## config.mk

```make
export PLATFORM = sky130hd
export DESIGN_NAME = mult_seq
export DESIGN_NICKNAME = d
export VERILOG_FILES = /design/src/rtl/mult_seq_pkg.sv /design/src/rtl/mult_seq_dp.sv /design/src/rtl/mult_seq.sv
export SDC_FILE = /design/constraint.sdc
export NUM_CORES = 1
export LEC_CHECK = 0
export BUFFER_PORTS_ARGS = -buffer_cell sky130_fd_sc_hd__buf_2
export CELL_PAD_IN_SITES_DETAIL_PLACEMENT = 0
export CELL_PAD_IN_SITES_GLOBAL_PLACEMENT = 1
export CORE_MARGIN = 4
export CORE_UTILIZATION = 50
export DETAILED_ROUTE_END_ITERATION = 10
export HOLD_SLACK_MARGIN = 0.06
export PLACE_DENSITY = 0.95
export SYNTH_ARGS = -nofsm -noshare
export SYNTH_HDL_FRONTEND = slang
export SYNTH_HIERARCHICAL = 1
export SYNTH_SLANG_ARGS = --single-unit
```

## constraint.sdc

```tcl
create_clock -name clk -period 11.5 [get_ports clk]
set_input_delay 1.725 -clock clk [delete_from_list [all_inputs] [get_ports clk]]
set_output_delay 1.725 -clock clk [all_outputs]
set_load 0.01 [all_outputs]
```

## src/rtl/mult_seq_pkg.sv

```systemverilog
// rtl/mult_seq_pkg.sv - shared constants, state encoding and helpers for mult_seq
// Purpose: word/product widths, iteration bound, FSM state type and the
//          two's-complement magnitude helper used when preparing operands.
// Ports:   none (package).
package mult_seq_pkg;

    localparam int WORD_W    = 32;
    localparam int PROD_W    = 64;
    localparam int ITER_LAST = 31;
    localparam int CNT_W     = $clog2(ITER_LAST + 1);

    typedef enum logic [2:0] {
        ST_IDLE = 3'd0,
        ST_PREP = 3'd1,
        ST_RUN  = 3'd2,
        ST_FIX  = 3'd3,
        ST_DONE = 3'd4
    } state_t;

    // 0x80000000 maps onto itself, which reads correctly as unsigned 2^31.
    function automatic logic [WORD_W-1:0] magnitude(input logic [WORD_W-1:0] v,
                                                    input logic is_signed);
        logic [WORD_W-1:0] neg_v;
        neg_v = (~v) + {{(WORD_W-1){1'b0}}, 1'b1};
        return (is_signed && v[WORD_W-1]) ? neg_v : v;
    endfunction

endpackage

```

## src/rtl/mult_seq_dp.sv

```systemverilog
// rtl/mult_seq_dp.sv - shift-add datapath for the sequential multiplier
// Purpose: operand latches, magnitude/sign preparation, radix-2 accumulate,
//          final negate and overflow detect, result register.
// Ports:   clk, rst_n          clock, async active-low reset
//          i_load              capture operands and signedness
//          i_op_unsigned/i_opa/i_opb  raw operands
//          i_prep              convert to magnitudes, clear accumulator
//          i_step              one shift-add iteration
//          i_commit            register final product and overflow
//          o_mplier_zero       remaining multiplier is zero
//          o_prod/o_ovf        held result
module mult_seq_dp
    import mult_seq_pkg::*;
(
    input  logic              clk,
    input  logic              rst_n,
    input  logic              i_load,
    input  logic              i_op_unsigned,
    input  logic [WORD_W-1:0] i_opa,
    input  logic [WORD_W-1:0] i_opb,
    input  logic              i_prep,
    input  logic              i_step,
    input  logic              i_commit,
    output logic              o_mplier_zero,
    output logic [WORD_W-1:0] o_prod,
    output logic              o_ovf
);

    logic              r_unsigned;
    logic              r_neg;
    logic [PROD_W-1:0] r_mcand;
    logic [WORD_W-1:0] r_mplier;
    logic [PROD_W-1:0] r_acc;
    logic [WORD_W-1:0] r_prod;
    logic              r_ovf;

    logic [PROD_W-1:0] w_sum;
    logic [PROD_W-1:0] w_result;
    logic              w_ovf;

    assign w_sum    = r_acc + r_mcand;
    assign w_result = r_neg ? ((~r_acc) + {{(PROD_W-1){1'b0}}, 1'b1}) : r_acc;

    // Signed fit needs bits 63..31 to be a pure sign extension.
    always_comb begin
        w_ovf = 1'b0;
        if (r_unsigned) begin
            w_ovf = |w_result[PROD_W-1:WORD_W];
        end else begin
            w_ovf = !((&w_result[PROD_W-1:WORD_W-1]) || !(|w_result[PROD_W-1:WORD_W-1]));
        end
    end

    always_ff @(posedge clk or negedge rst_n) begin
        if (!rst_n) begin
            r_unsigned <= 1'b0;
            r_neg      <= 1'b0;
            r_mcand    <= '0;
            r_mplier   <= '0;
            r_acc      <= '0;
        end else if (i_load) begin
            r_unsigned <= i_op_unsigned;
            r_mcand    <= {{(PROD_W-WORD_W){1'b0}}, i_opa};
            r_mplier   <= i_opb;
        end else if (i_prep) begin
            r_mcand  <= {{(PROD_W-WORD_W){1'b0}}, magnitude(r_mcand[WORD_W-1:0], !r_unsigned)};
            r_mplier <= magnitude(r_mplier, !r_unsigned);
            r_neg    <= !r_unsigned && (r_mcand[WORD_W-1] ^ r_mplier[WORD_W-1]);
            r_acc    <= '0;
        end else if (i_step) begin
            if (r_mplier[0]) begin
                r_acc <= w_sum;
            end
            r_mcand  <= r_mcand << 1;
            r_mplier <= r_mplier >> 1;
        end
    end

    always_ff @(posedge clk or negedge rst_n) begin
        if (!rst_n) begin
            r_prod <= '0;
            r_ovf  <= 1'b0;
        end else if (i_commit) begin
            r_prod <= w_result[WORD_W-1:0];
            r_ovf  <= w_ovf;
        end
    end

    assign o_mplier_zero = (r_mplier == '0);
    assign o_prod        = r_prod;
    assign o_ovf         = r_ovf;

endmodule

```

## src/rtl/mult_seq.sv

```systemverilog
// rtl/mult_seq.sv - multi-cycle MULT/MULTU sequencer with start/busy/done handshake
// Purpose: FSM (IDLE, PREP, RUN, FIX, DONE) and iteration counter driving
//          mult_seq_dp. Optional macro MULT_EARLY_OUT_EN leaves RUN as soon
//          as the remaining multiplier is zero.
// Ports:   clk, rst_n          clock, async active-low reset
//          start, op_unsigned, opa, opb  request and operands (bit 0 = MSB)
//          flush               synchronous abort to IDLE
//          busy, done          handshake (done is a one-cycle pulse)
//          prod, ovf           low product word and overflow, held
module mult_seq
    import mult_seq_pkg::*;
(
    input  logic              clk,
    input  logic              rst_n,
    input  logic              start,
    input  logic              op_unsigned,
    input  logic [0:WORD_W-1] opa,
    input  logic [0:WORD_W-1] opb,
    input  logic              flush,
    output logic              busy,
    output logic              done,
    output logic [0:WORD_W-1] prod,
    output logic              ovf
);

    state_t           r_state;
    state_t           w_state_nxt;
    logic [CNT_W-1:0] r_count;

    logic              w_load;
    logic              w_prep;
    logic              w_step;
    logic              w_commit;
    logic              w_mplier_zero;
    logic              w_last_iter;
    logic [WORD_W-1:0] w_opa;
    logic [WORD_W-1:0] w_opb;
    logic [WORD_W-1:0] w_prod;

    // Descending-range views; numeric value is unchanged (bit 0 stays the MSB).
    assign w_opa = opa;
    assign w_opb = opb;
    assign prod  = w_prod;

    assign w_last_iter = (r_count == CNT_W'(ITER_LAST));

    always_ff @(posedge clk or negedge rst_n) begin
        if (!rst_n) begin
            r_state <= ST_IDLE;
        end else begin
            r_state <= w_state_nxt;
        end
    end

    always_comb begin
        w_state_nxt = r_state;
        if (flush) begin
            w_state_nxt = ST_IDLE;
        end else begin
            case (r_state)
                ST_IDLE: if (start) w_state_nxt = ST_PREP;
                ST_PREP: w_state_nxt = ST_RUN;
                ST_RUN: begin
`ifdef MULT_EARLY_OUT_EN
                    if (w_mplier_zero || w_last_iter) w_state_nxt = ST_FIX;
`else
                    if (w_last_iter) w_state_nxt = ST_FIX;
`endif
                end
                ST_FIX:  w_state_nxt = ST_DONE;
                ST_DONE: w_state_nxt = start ? ST_PREP : ST_IDLE;
                default: w_state_nxt = ST_IDLE;
            endcase
        end
    end

    // Every datapath strobe is masked by flush so an abort leaves prod/ovf intact.
    always_comb begin
        busy     = 1'b0;
        done     = 1'b0;
        w_load   = 1'b0;
        w_prep   = 1'b0;
        w_step   = 1'b0;
        w_commit = 1'b0;
        case (r_state)
            ST_IDLE: w_load = start && !flush;
            ST_PREP: begin
                busy   = 1'b1;
                w_prep = !flush;
            end
            ST_RUN: begin
                busy = 1'b1;
`ifdef MULT_EARLY_OUT_EN
                w_step = !flush && !w_mplier_zero;
`else
                w_step = !flush;
`endif
            end
            ST_FIX: begin
                busy     = 1'b1;
                w_commit = !flush;
            end
            ST_DONE: begin
                done   = 1'b1;
                w_load = start && !flush;
            end
            default: ;
        endcase
    end

    always_ff @(posedge clk or negedge rst_n) begin
        if (!rst_n) begin
            r_count <= '0;
        end else if (w_prep) begin
            r_count <= '0;
        end else if (w_step) begin
            r_count <= r_count + 1'b1;
        end
    end

    mult_seq_dp u_dp (
        .clk           (clk),
        .rst_n         (rst_n),
        .i_load        (w_load),
        .i_op_unsigned (op_unsigned),
        .i_opa         (w_opa),
        .i_opb         (w_opb),
        .i_prep        (w_prep),
        .i_step        (w_step),
        .i_commit      (w_commit),
        .o_mplier_zero (w_mplier_zero),
        .o_prod        (w_prod),
        .o_ovf         (ovf)
    );

endmodule

```

# After elaboration in Yosys (flattened, before gate mapping)
# Cells that the tools add are included.
[op_classes]
addsub = 5
mul = 0
div_mod_pow = 0
order_cmp = 0
n_eq_ne = 9
shifts = 0
muxes = 26
bitwise_logic = 5
reduce_logical = 23
[op_table]
columns = ["op", "count"]
rows = [
  ["$mux W64", 7],
  ["$mux W32", 5],
  ["$add A32 B1 Y32 const B", 2],
  ["$add A64 B1 Y64 const B", 1],
  ["$add A64 B64 Y64", 1],
  ["$not A32 Y32", 2],
  ["$not A64 Y64", 1],
  ["$reduce_and A33 Y1", 1],
  ["$reduce_or A33 Y1", 1],
  ["$reduce_or A32 Y1", 1],
  ["$pmux W3 S5", 1],
  ["$mux W5", 2],
  ["$mux W3", 3],
  ["$mux W1", 8],
  ["$reduce_and A2 Y1", 4],
  ["$eq A3 B2 Y1 const B", 2],
  ["$ne A3 B2 Y1 const B", 2],
  ["$ne A3 B3 Y1 const B", 2],
  ["$add A5 B1 Y5 const B", 1],
  ["$eq A5 B5 Y1 const B", 1],
  ["$logic_and A1 B1 Y1", 4],
  ["$logic_not A1 Y1", 4],
  ["$reduce_bool A2 Y1", 2],
  ["$eq A3 B1 Y1 const B", 1],
  ["other kinds (9)", 9],
]
[totals]
reg_bits = 203
latch_bits = 0
ram_bits = 0
mem_bits_ro = 0
in_bits = 69
output_inout_bits = 35
word_cells = 78
mem_count = 0

# Depth between registers and ports, before layout
# Gate-level depths: netlist of the first run.
[logic_depth]
depth_word = 8
depth_mapped = 13
ltp_nobuf = 13

# Hierarchy
# The synthesis of the first run kept the hierarchy.
[by_module_without_submodules]
columns = ["module", "n_inst", "cells_per_inst", "area_each_um2", "seq_area_each_um2"]
rows = [
  ["mult_seq_dp", 1, 1849, 14724.1, 4879.7],
  ["mult_seq", 1, 40, 444.2, 200.2],
]

# Worst setup path before layout of the first run
# OpenSTA, ideal clock, no wires.
[synth_timing]
path_type = "input -> register"
start = "input port flush"
end = "register u_dp.r_mcand[31]"
setup_time_ns = 0.134
t_arrival_ns = 3.913
required_ns = 11.366
setup_slack_ns = 7.453
stages = 12
n_path_buf = 3
path_cell_list = "or4b_1 -> buf_6 -> clkinv_8 -> clkbuf_1 -> nor2b_1 -> nor2_1 -> a21boi_1 -> clkbuf_1 -> a221oi_1 -> o31ai_1 -> nand2_1 -> o21ai_0"
[synth_via]
elab_cells_between_ends = 10
cone_classes = "eq/ne: 1; mux: 5; reduce/logical: 4"
[synth_lines]
columns = ["item", "line_no", "rtl"]
rows = [
  ["start: declaration", "mult_seq.sv:19", "input logic flush,"],
  ["$logic_not A1 Y1", "mult_seq.sv:96", "w_step = !flush;"],
  ["$mux W1", "mult_seq.sv:85", "case (r_state)"],
  ["net w_step", "mult_seq.sv:32", "logic w_step;"],
  ["$reduce_bool A3 Y1 (no source line)", "--", ""],
  ["$reduce_and A2 Y1 (no source line)", "--", ""],
  ["end signal: assignment", "mult_seq_dp.sv:63", "r_mcand <= {{(PROD_W-WORD_W){1'b0}}, i_opa};"],
  ["end signal: assignment", "mult_seq_dp.sv:66", "r_mcand <= {{(PROD_W-WORD_W){1'b0}}, magnitude(r_mcand[WORD_W-1:0], !r_unsigned)};"],
  ["end signal: assignment", "mult_seq_dp.sv:74", "r_mcand <= r_mcand << 1;"],
  ["end: declaration", "mult_seq_dp.sv:31", "logic [PROD_W-1:0] r_mcand;"],
]
# The timed path passes the listed nets, and every way through them passes these cells.
# A chain may end at the register's enable or synchronous reset.

# Worst setup path in the final report of the first run
[layout_timing]
start = "input port flush"
end = "register u_dp.r_mcand[15]"
[layout_via]
elab_cells_between_ends = 10
cone_classes = "eq/ne: 1; mux: 5; reduce/logical: 4"
[layout_lines]
columns = ["item", "line_no", "rtl"]
rows = [
  ["$logic_not A1 Y1 (*)", "mult_seq.sv:89", "w_prep = !flush;"],
  ["$mux W1 (*)", "mult_seq.sv:85", ""],
  ["net w_prep", "mult_seq.sv:31", "logic w_prep;"],
  ["$ne A3 B2 Y1 (no source line), or another cell as far along", "--", ""],
  ["$reduce_and A2 Y1 (no source line) / $mux W64 (equally long branches)", "--", ""],
]
# Mark *: on every way through the listed nets, which the timed path passes. The rest lies on a longest branch.

==> impl_metrics.ini, run 1 <==
[finish]
fillCellCount = 2772
fin_nets = 2054
area_delta_synth_final_pct = 9.77
drive_gt1_share_pct = 9.94

[status]
status = finished, final reports clean

[floorplanning]
die_width_microns = 182
die_y_microns = 182
coreArea_sq_mm = 0.0298
start_util_pct = 50.9
fp-row-count = 63
die-area_sq_mm = 0.0332
io_pins = 104

[clock_network]
clk_latency_ps = 540
cts_hold_buf = 0
cts_tree = done
clock-root-buffer = clkbuf_16
clkTransAtPathRegs_ps = 60
clock_path_buffers = 3
cts_resized = 0
clkSinkCount = 203
cts_setup_buffers = 0
cts_buffers = 25
htreeDepth = 1

[pwr]
powerDensity_mw_per_mm2 = 209
leakage_nw = 7.58
ir_worst_vdd_mv = 0.128

[timing]
setup_violations = 0
setup_ws_ps = 6610
max_freq_mhz = 204
report.final.slew_viol_count = 0
tightest_slew_ps = 1240
hold_violations = 0
finalCritPeriodShare_pct = 42.5
slew_headroom_pct = 16.8
fin_skew_ps = 12.3
rsz0062_at_grt = no
finalSetupTns_ps = 0
fin_crit_ps = 4890

[synthesis]
synthesis.area_sq_mm = 0.0152
ys_warn_count = 6
synthesis.nets = 2026
post_synth.cell_area_avg_sq_um = 8.03
syn_inst = 1888

[critical_path]
max_stage_delay_ps = 790
crit_path_start_kind = input pin
critical_path_class = in2reg
cp_data_required_time_ps = 11960
cp-end-kind = flip-flop
slowest_stage = nor2_1
worstPathCellList = buf_2 -> or4b_1 -> inv_2 -> buf_4 -> inv_2 -> nor2_1 -> nand2_1 -> nor3b_1 -> o21ai_0 -> o21ai_0
critPathArrivalTime_ps = 5350
path_max_fanout = 62

[grt]
gr-total-overflow = 0
grt_max_degree = 101
grt_pass1_wl_microns = 70800
track_usage_pct = 25.3
antenna_found_initial = 2
grt_pass1_vias = 13500

[place]
hpwl_microns = 30700
portBuffers = 103
place_ws_ps = 6190
gp_congestion = 0.984

[min_path]
worstHoldPathType = reg2reg

[drt]
routed_wl_microns = 42900
viasPerCell = 6.25
via_count = 14500
initialDrtViolationCount = 1266
drc = 0
ant_nets = 0
drt-wirelength-per-cell_microns = 18.5
firstDrtPassIters = 5

[run]
maxCapViolCount = 0
[cells in the final DEF (no fill, tap or decap), types with 25 or more instances in the layout]
cell / n
a21o_1: 53
o31ai_1: 27
a21oi_1: 210
nand4_1: 27
ha_1: 68
xnor2_1: 43
nor4_1: 30
nor3_1: 57
or3_1: 27
nand2_1: 175
buf_2: 102
nor2_1: 194
dfrtp_1: 203
xor2_1: 73
mux2i_1: 45
o21ai_0: 216
clkbuf_16: 25
inv_1: 31
[per-layer routing]
layer	up-vias	global-route usage [%]	share of wire, %
met3	73	3.91	7.3
li1	7009	-	-
met4	4	6.57	2.2
met5	-	0	0.049
met2	509	38.0	43
met1	6929	38.2	47
[critical path: cells and delay by family]
family / cells / cell delay (ps)
and+or+nand+nor: 4 / 1980
buffers and inverters: 4 / 1380
AOI/OAI and AO/OA: 2 / 230
[layout make-up]
cell class | count | area (sq um) | area share [%]
Multi-Input combinational cell | 1534 | 9520 | 57.2
Sequential cell | 203 | 5080 | 30.5
Tap cell | 390 | 488 | 2.93
Clock buffer | 38 | 714 | 4.29
Antenna cell | 2 | 5.00 | 0.0301
Inverter | 34 | 140 | 0.842
Timing Repair Buffer | 118 | 637 | 3.83
Clock inverter | 5 | 65.1 | 0.391
[sequential cells by signal (all words and copies together) (netlist names)]
name / flops
u_dp/o_prod: 32
u_dp/r_mcand: 64
r_count: 5
u_dp/r_mplier: 32
r_state: 3
u_dp/o_ovf: 1
u_dp/r_unsigned: 1
u_dp/r_neg: 1
u_dp/r_acc: 64
[metrics by stage]
stage          total power, mW  utilization, %  instances  cell area [sq um]  hold WS, ps
4_1_cts                   3.47            55.8       2322              16600          502
3_5_place_dp              2.70            53.2       2279              15900          489
5_1_grt                   3.74            55.8       2322              16600          533
2_1_floorplan             2.26               -       1888              15200          460
6_report                  3.47            55.9       2324              16600          509
3_3_place_gp              2.66            53.2       2279              15900          488
[power by group]
group	switching (mW)	internal, mW
sequential	0.278	0.893
combinational	0.934	0.612
clock	0.306	0.449
[path summary, 6_finish.rpt]
kind | slack [ps] | from | cells past startpoint | end
setup reg to reg | 7080 | u_dp/r_acc[5]$_DFFE_PN0P_ | 10 | u_dp/o_ovf$_DFFE_PN0P_
setup / recovery | 6610 | flush | 10 | u_dp/r_mcand[15]$_DFFE_PN0P_
hold / removal | 510 | u_dp/o_prod[0]$_DFFE_PN0P_ | 1 | u_dp/o_prod[0]$_DFFE_PN0P_
min in group asynchronous | 1230 | rst_n | 1 | u_dp/r_acc[60]$_DFFE_PN0P_
hold reg to reg | 510 | u_dp/o_prod[0]$_DFFE_PN0P_ | 1 | u_dp/o_prod[0]$_DFFE_PN0P_
max in group asynchronous | 9060 | rst_n | 2 | u_dp/o_prod[6]$_DFFE_PN0P_
Note: power is estimated with default switching activity, not from simulation.
==> run 2, diff against run 1 <==
--- a/config.mk
+++ b/config.mk
@@ -9,10 +9,10 @@
 export CELL_PAD_IN_SITES_DETAIL_PLACEMENT = 0
 export CELL_PAD_IN_SITES_GLOBAL_PLACEMENT = 1
 export CORE_MARGIN = 4
-export CORE_UTILIZATION = 50
+export CORE_UTILIZATION = 47
 export DETAILED_ROUTE_END_ITERATION = 10
 export HOLD_SLACK_MARGIN = 0.06
-export PLACE_DENSITY = 0.95
+export PLACE_DENSITY = 0.94
 export SYNTH_ARGS = -nofsm -noshare
 export SYNTH_HDL_FRONTEND = slang
 export SYNTH_HIERARCHICAL = 1
==> constraint.sdc (replaced) <==
create_clock -name clk -period 4.5 [get_ports clk]
set_input_delay 0.675 -clock clk [delete_from_list [all_inputs] [get_ports clk]]
set_output_delay 0.675 -clock clk [all_outputs]
set_load 0.01 [all_outputs]
==> impl_metrics.ini, run 2 (synthesized netlist as in run 1, its figures left out) <==
[timing]
fin_skew_ps = 8.68
finalCritPeriodShare_pct = 87.3
slew_headroom_pct = 23.5
report.final.slew_viol_count = 0
max_freq_mhz = 255
setup_violations = 0
finalSetupTns_ps = 0
tightest_slew_ps = 1150
rsz0062_at_grt = no
hold_violations = 0
fin_crit_ps = 3930

[place]
dp.cells = 2305
hpwl_microns = 32200
portBuffers = 103
post_dp_cell_area_sq_mm = 0.0160
gp_congestion = 0.959

[drt]
initialDrtViolationCount = 1172
drt-wirelength-per-cell_microns = 18.9
ant_nets = 0
via_count = 14500
firstDrtPassIters = 6
viasPerCell = 6.16
drc = 0
routed_wl_microns = 44400

[floorplanning]
fp-row-count = 65
start_util_pct = 47.8
die-area_sq_mm = 0.0352
die_y_microns = 188
die_width_microns = 188
coreArea_sq_mm = 0.0317
io_pins = 104

[pwr]
p_clk_share_pct = 23.0
switchingPower_mw = 3.94
powerDensity_mw_per_mm2 = 539
p_comb_share_pct = 44.2
leakage_nw = 7.71
ir_worst_vdd_mv = 0.340
finalPower_mw = 9.11
internal_power_mw = 5.17
switching_share_pct = 43.3
p_seq_share_pct = 32.7

[clock_network]
cts_hold_buf = 0
htreeDepth = 1
cts_tree = done
cts_resized = 0
clk_latency_ps = 530
clkTransAtPathRegs_ps = 60
clkSinkCount = 203
clock_path_buffers = 3
cts_setup_buffers = 0
cts_buffers = 26
clock-root-buffer = clkbuf_16

[critical_path]
reg2regPathDepth = 10
path_max_fanout = 5
reg2reg_to = u_dp/o_ovf$_DFFE_PN0P_
cp-end-kind = flip-flop
crit_path_start_kind = flip-flop
cp_data_required_time_ps = 4900
r2r-start = u_dp/r_acc[5]$_DFFE_PN0P_
reg2reg_setup_slack_ps = 570
critPathArrivalTime_ps = 4320
critical_path_class = reg2reg

[finish]
final_cell_mix = 216 x o21ai_0, 210 x a21oi_1, 203 x dfrtp_1
reg_top3 = u_dp/r_acc (64), u_dp/r_mcand (64)
final_cells = 2353
mostFrequentLayoutCell = o21ai_0
area_delta_synth_final_pct = 11.4
fin_nets = 2069
drive_gt1_share_pct = 11.0
final_area_sq_mm = 0.0169
fin_util_pct = 53.3

[grt]
grt_pass1_wl_microns = 73200
grt_max_degree = 114
antenna_found_initial = 7
grt_pass1_vias = 13500
track_usage_pct = 24.7
gr-total-overflow = 0

[min_path]
worstHoldPathType = in2async

[run]
maxCapViolCount = 0

[status]
status = finished, final reports clean
-- run 2: cell count changes in the layout (fill, tap and decap cells not counted) --
cell        delta
buf_12         +2
buf_4         +12
clkbuf_1       -5
clkbuf_16      +2
clkbuf_8       +5
clkinvlp_4     +3
diode_2        -1
inv_16         -1
-- run 2: area by class of cell --
cell class	instances	area, sq um
antenna	1	2.50
clock buffer	40	815
clock inverter	7	67.6
fill	2911	14800
inverter	34	140
multi-input combinational	1534	9520
sequential	203	5080
tap	402	503
timing repair buffer	132	767
-- run 2: through the flow --
| step | hold slack [ps] | setup WS [ps] |
|---|---|---|
| 4_1_cts | 317 | 581 |
| 3_5_place_dp | 497 | 602 |
| 5_1_grt | 361 | 415 |
| 3_3_place_gp | 478 | 633 |
| 6_report | 286 | 573 |
| 2_1_floorplan | 379 | 783 |
-- run 2: worst max path at each step --
| stage | slack [ps] | depth (start not counted) | endpoint | from |
|---|---|---|---|---|
| 2_1_floorplan | 780 | 12 | u_dp/r_mplier[30]$_DFFE_PN0P_ | u_dp/r_mplier[0]$_DFFE_PN0P_ |
| 3_3_place_gp | 630 | 12 | u_dp/r_mplier[30]$_DFFE_PN0P_ | u_dp/r_mplier[0]$_DFFE_PN0P_ |
| 3_5_place_dp | 600 | 12 | u_dp/r_mplier[30]$_DFFE_PN0P_ | u_dp/r_mplier[0]$_DFFE_PN0P_ |
| 4_1_cts | 580 | 12 | u_dp/r_mplier[30]$_DFFE_PN0P_ | u_dp/r_mplier[0]$_DFFE_PN0P_ |
| 5_1_grt | 420 | 10 | u_dp/o_ovf$_DFFE_PN0P_ | u_dp/r_acc[30]$_DFFE_PN0P_ |
| 6_report | 570 | 10 | u_dp/o_ovf$_DFFE_PN0P_ | u_dp/r_acc[5]$_DFFE_PN0P_ |
-- run 2: metal layers --
layer	GRT usage, %	vias up	share of wire (%)
li1	-	7016	-
met1	36.3	6773	46
met2	36.4	592	42
met3	6.27	96	9.4
met4	6.13	14	2.8
met5	0.962	-	0.30
-- run 2: power groups by stage --
stage          Combinational [mW]  Clock, mW  Sequential, mW
6_report                     4.03       2.10            2.98
5_1_grt                      4.51       2.23            3.06
4_1_cts                      4.00       2.15            2.95
3_5_place_dp                 3.97          0            2.98
3_3_place_gp                 3.92          0            2.96
2_1_floorplan                2.99          0            2.79
-- run 2: worst max-delay path, cell delays in order (launching register included) --
cell	delay, ps
dfrtp_1	430
or4_1	660
nor4_2	480
nand4b_1	260
or4_4	550
o31ai_1	280
xor2_1	190
nand4_1	130
or4_1	490
nor4_1	210
a211oi_1	110
==> run 3, diff against run 2 <==
--- a/config.mk
+++ b/config.mk
@@ -5,14 +5,15 @@
 export SDC_FILE = /design/constraint.sdc
 export NUM_CORES = 1
 export LEC_CHECK = 0
+export ABC_CLOCK_PERIOD_IN_PS = 4500
 export BUFFER_PORTS_ARGS = -buffer_cell sky130_fd_sc_hd__buf_2
 export CELL_PAD_IN_SITES_DETAIL_PLACEMENT = 0
 export CELL_PAD_IN_SITES_GLOBAL_PLACEMENT = 1
 export CORE_MARGIN = 4
-export CORE_UTILIZATION = 47
+export CORE_UTILIZATION = 30
 export DETAILED_ROUTE_END_ITERATION = 10
 export HOLD_SLACK_MARGIN = 0.06
-export PLACE_DENSITY = 0.94
+export PLACE_DENSITY = 0.68
 export SYNTH_ARGS = -nofsm -noshare
 export SYNTH_HDL_FRONTEND = slang
 export SYNTH_HIERARCHICAL = 1
==> impl_metrics.ini, run 3 (synthesized netlist as in run 1, its figures left out) <==
[grt]
grt_pass1_wl_microns = 78000
track_usage_pct = 17.6
antenna_found_initial = 8
grt_pass1_vias = 13500
gr-total-overflow = 0
grt_max_degree = 131

[timing]
fin_crit_ps = 3940
finalSetupTns_ps = 0
hold_violations = 0
tightest_slew_ps = 939
slew_headroom_pct = 37.4
finalCritPeriodShare_pct = 87.6
rsz0062_at_grt = no
max_freq_mhz = 254
setup_violations = 0
fin_skew_ps = 10.2
report.final.slew_viol_count = 0

[clock_network]
cts_tree = done
clkSinkCount = 203
clock_path_buffers = 3
cts_buffers = 28
cts_setup_buffers = 0
cts_hold_buf = 0
cts_resized = 0
clock-root-buffer = clkbuf_16
clk_latency_ps = 570
htreeDepth = 1
clkTransAtPathRegs_ps = 60

[critical_path]
crit_top_cell = or3_4
cp_data_required_time_ps = 4950
cp_num_buf_inv = 1
cp_top_family = simple AND/OR/NAND/NOR gates
path_max_fanout = 6
max_stage_delay_ps = 480
slowest_stage = or4_4
worstPathCellList = inv_1 -> ha_1 -> or3b_4 -> or4_4 -> or4_4 -> or3_4 -> or3_4 -> or3_4 -> or3_4 -> a22oi_2 -> o21ai_1 -> a22o_1
critical_path_class = reg2reg
critPathArrivalTime_ps = 4400
crit_path_start_kind = flip-flop
cp-end-kind = flip-flop

[place]
portBuffers = 103
post_dp_cell_area_sq_mm = 0.0164
dp.cells = 2581
gp_congestion = 0.891
hpwl_microns = 35500

[finish]
mostFrequentLayoutCell = o21ai_0
fillCellCount = 5330
final_cells = 2633
reg_top3 = u_dp/r_acc (64), u_dp/r_mcand (64)
fin_nets = 2077
final_cell_mix = 216 x o21ai_0, 210 x a21oi_1, 202 x dfrtp_1
final_area_sq_mm = 0.0173
area_delta_synth_final_pct = 14.1
drive_gt1_share_pct = 11.5

[floorplanning]
io_pins = 104
fp-row-count = 82
die_y_microns = 233
die-area_sq_mm = 0.0542
coreArea_sq_mm = 0.0501
die_width_microns = 233
start_util_pct = 30.3

[drt]
routed_wl_microns = 48500
drc = 0
via_count = 14400
firstDrtPassIters = 5
drt-wirelength-per-cell_microns = 18.4
initialDrtViolationCount = 1183
viasPerCell = 5.45
ant_nets = 0

[run]
maxCapViolCount = 0

[pwr]
powerDensity_mw_per_mm2 = 537
leakage_nw = 7.76
ir_worst_vdd_mv = 0.183
finalPower_mw = 9.29

[min_path]
worstHoldPathType = in2async

[status]
status = finished, final reports clean
## run 3: cell type report
| cell class | count | area (sq um) | share of cell area (%) |
|---|---|---|---|
| diodes | 1 | 2.50 | 0.0145 |
| clock buffers | 39 | 813 | 4.70 |
| clock inverters | 12 | 95.1 | 0.550 |
| inverters | 34 | 140 | 0.810 |
| multi-input cells | 1534 | 9520 | 55.0 |
| flip-flops and latches | 203 | 5080 | 29.4 |
| well taps | 672 | 841 | 4.86 |
| repair buffers | 138 | 813 | 4.70 |
## run 3: per-stage QoR
stage | utilization, % | hold WS, ps | setup WS (ps)
after CTS | 34.6 | 153 | 561
final | 34.6 | 72.9 | 556
after floorplan | - | 379 | 783
after detailed placement | 32.7 | 502 | 576
after global routing | 34.6 | 156 | 343
after global placement | 32.7 | 489 | 603
## run 3: path summary, 6_finish.rpt
path	startpoint	endpoint	slack (ps)	cells after the start
max in group asynchronous	rst_n	u_dp/r_mplier[23]$_DFFE_PN0P_	3480	2
hold / removal	rst_n	u_dp/r_acc[57]$_DFFE_PN0P_	70	1
min in group clk	flush	r_state[0]$_DFFE_PN0P_	340	2
setup reg to reg	u_dp/r_mplier[0]$_DFFE_PN0P_	u_dp/r_mplier[30]$_DFFE_PN0P_	560	12
hold reg to reg	r_count[2]$_DFFE_PN0P_	r_count[2]$_DFFE_PN0P_	500	1
setup / recovery	u_dp/r_mplier[0]$_DFFE_PN0P_	u_dp/r_mplier[30]$_DFFE_PN0P_	560	12
## run 3: report_power, final
group          switching (mW)  internal, mW
Combinational            2.49          1.61
Sequential              0.709          2.28
Clock                   0.887          1.31
## run 3: per-layer routing
layer | routed length [microns] | share of wire, % | vias to the layer above | GRT usage [%]
met2 | 20700 | 43 | 355 | 26.5
met1 | 23400 | 48 | 6854 | 25.9
met5 | 90 | 0.19 | - | 0
met4 | 1220 | 2.5 | 14 | 4.37
met3 | 3030 | 6.2 | 76 | 3.40
li1 | - | - | 7054 | -
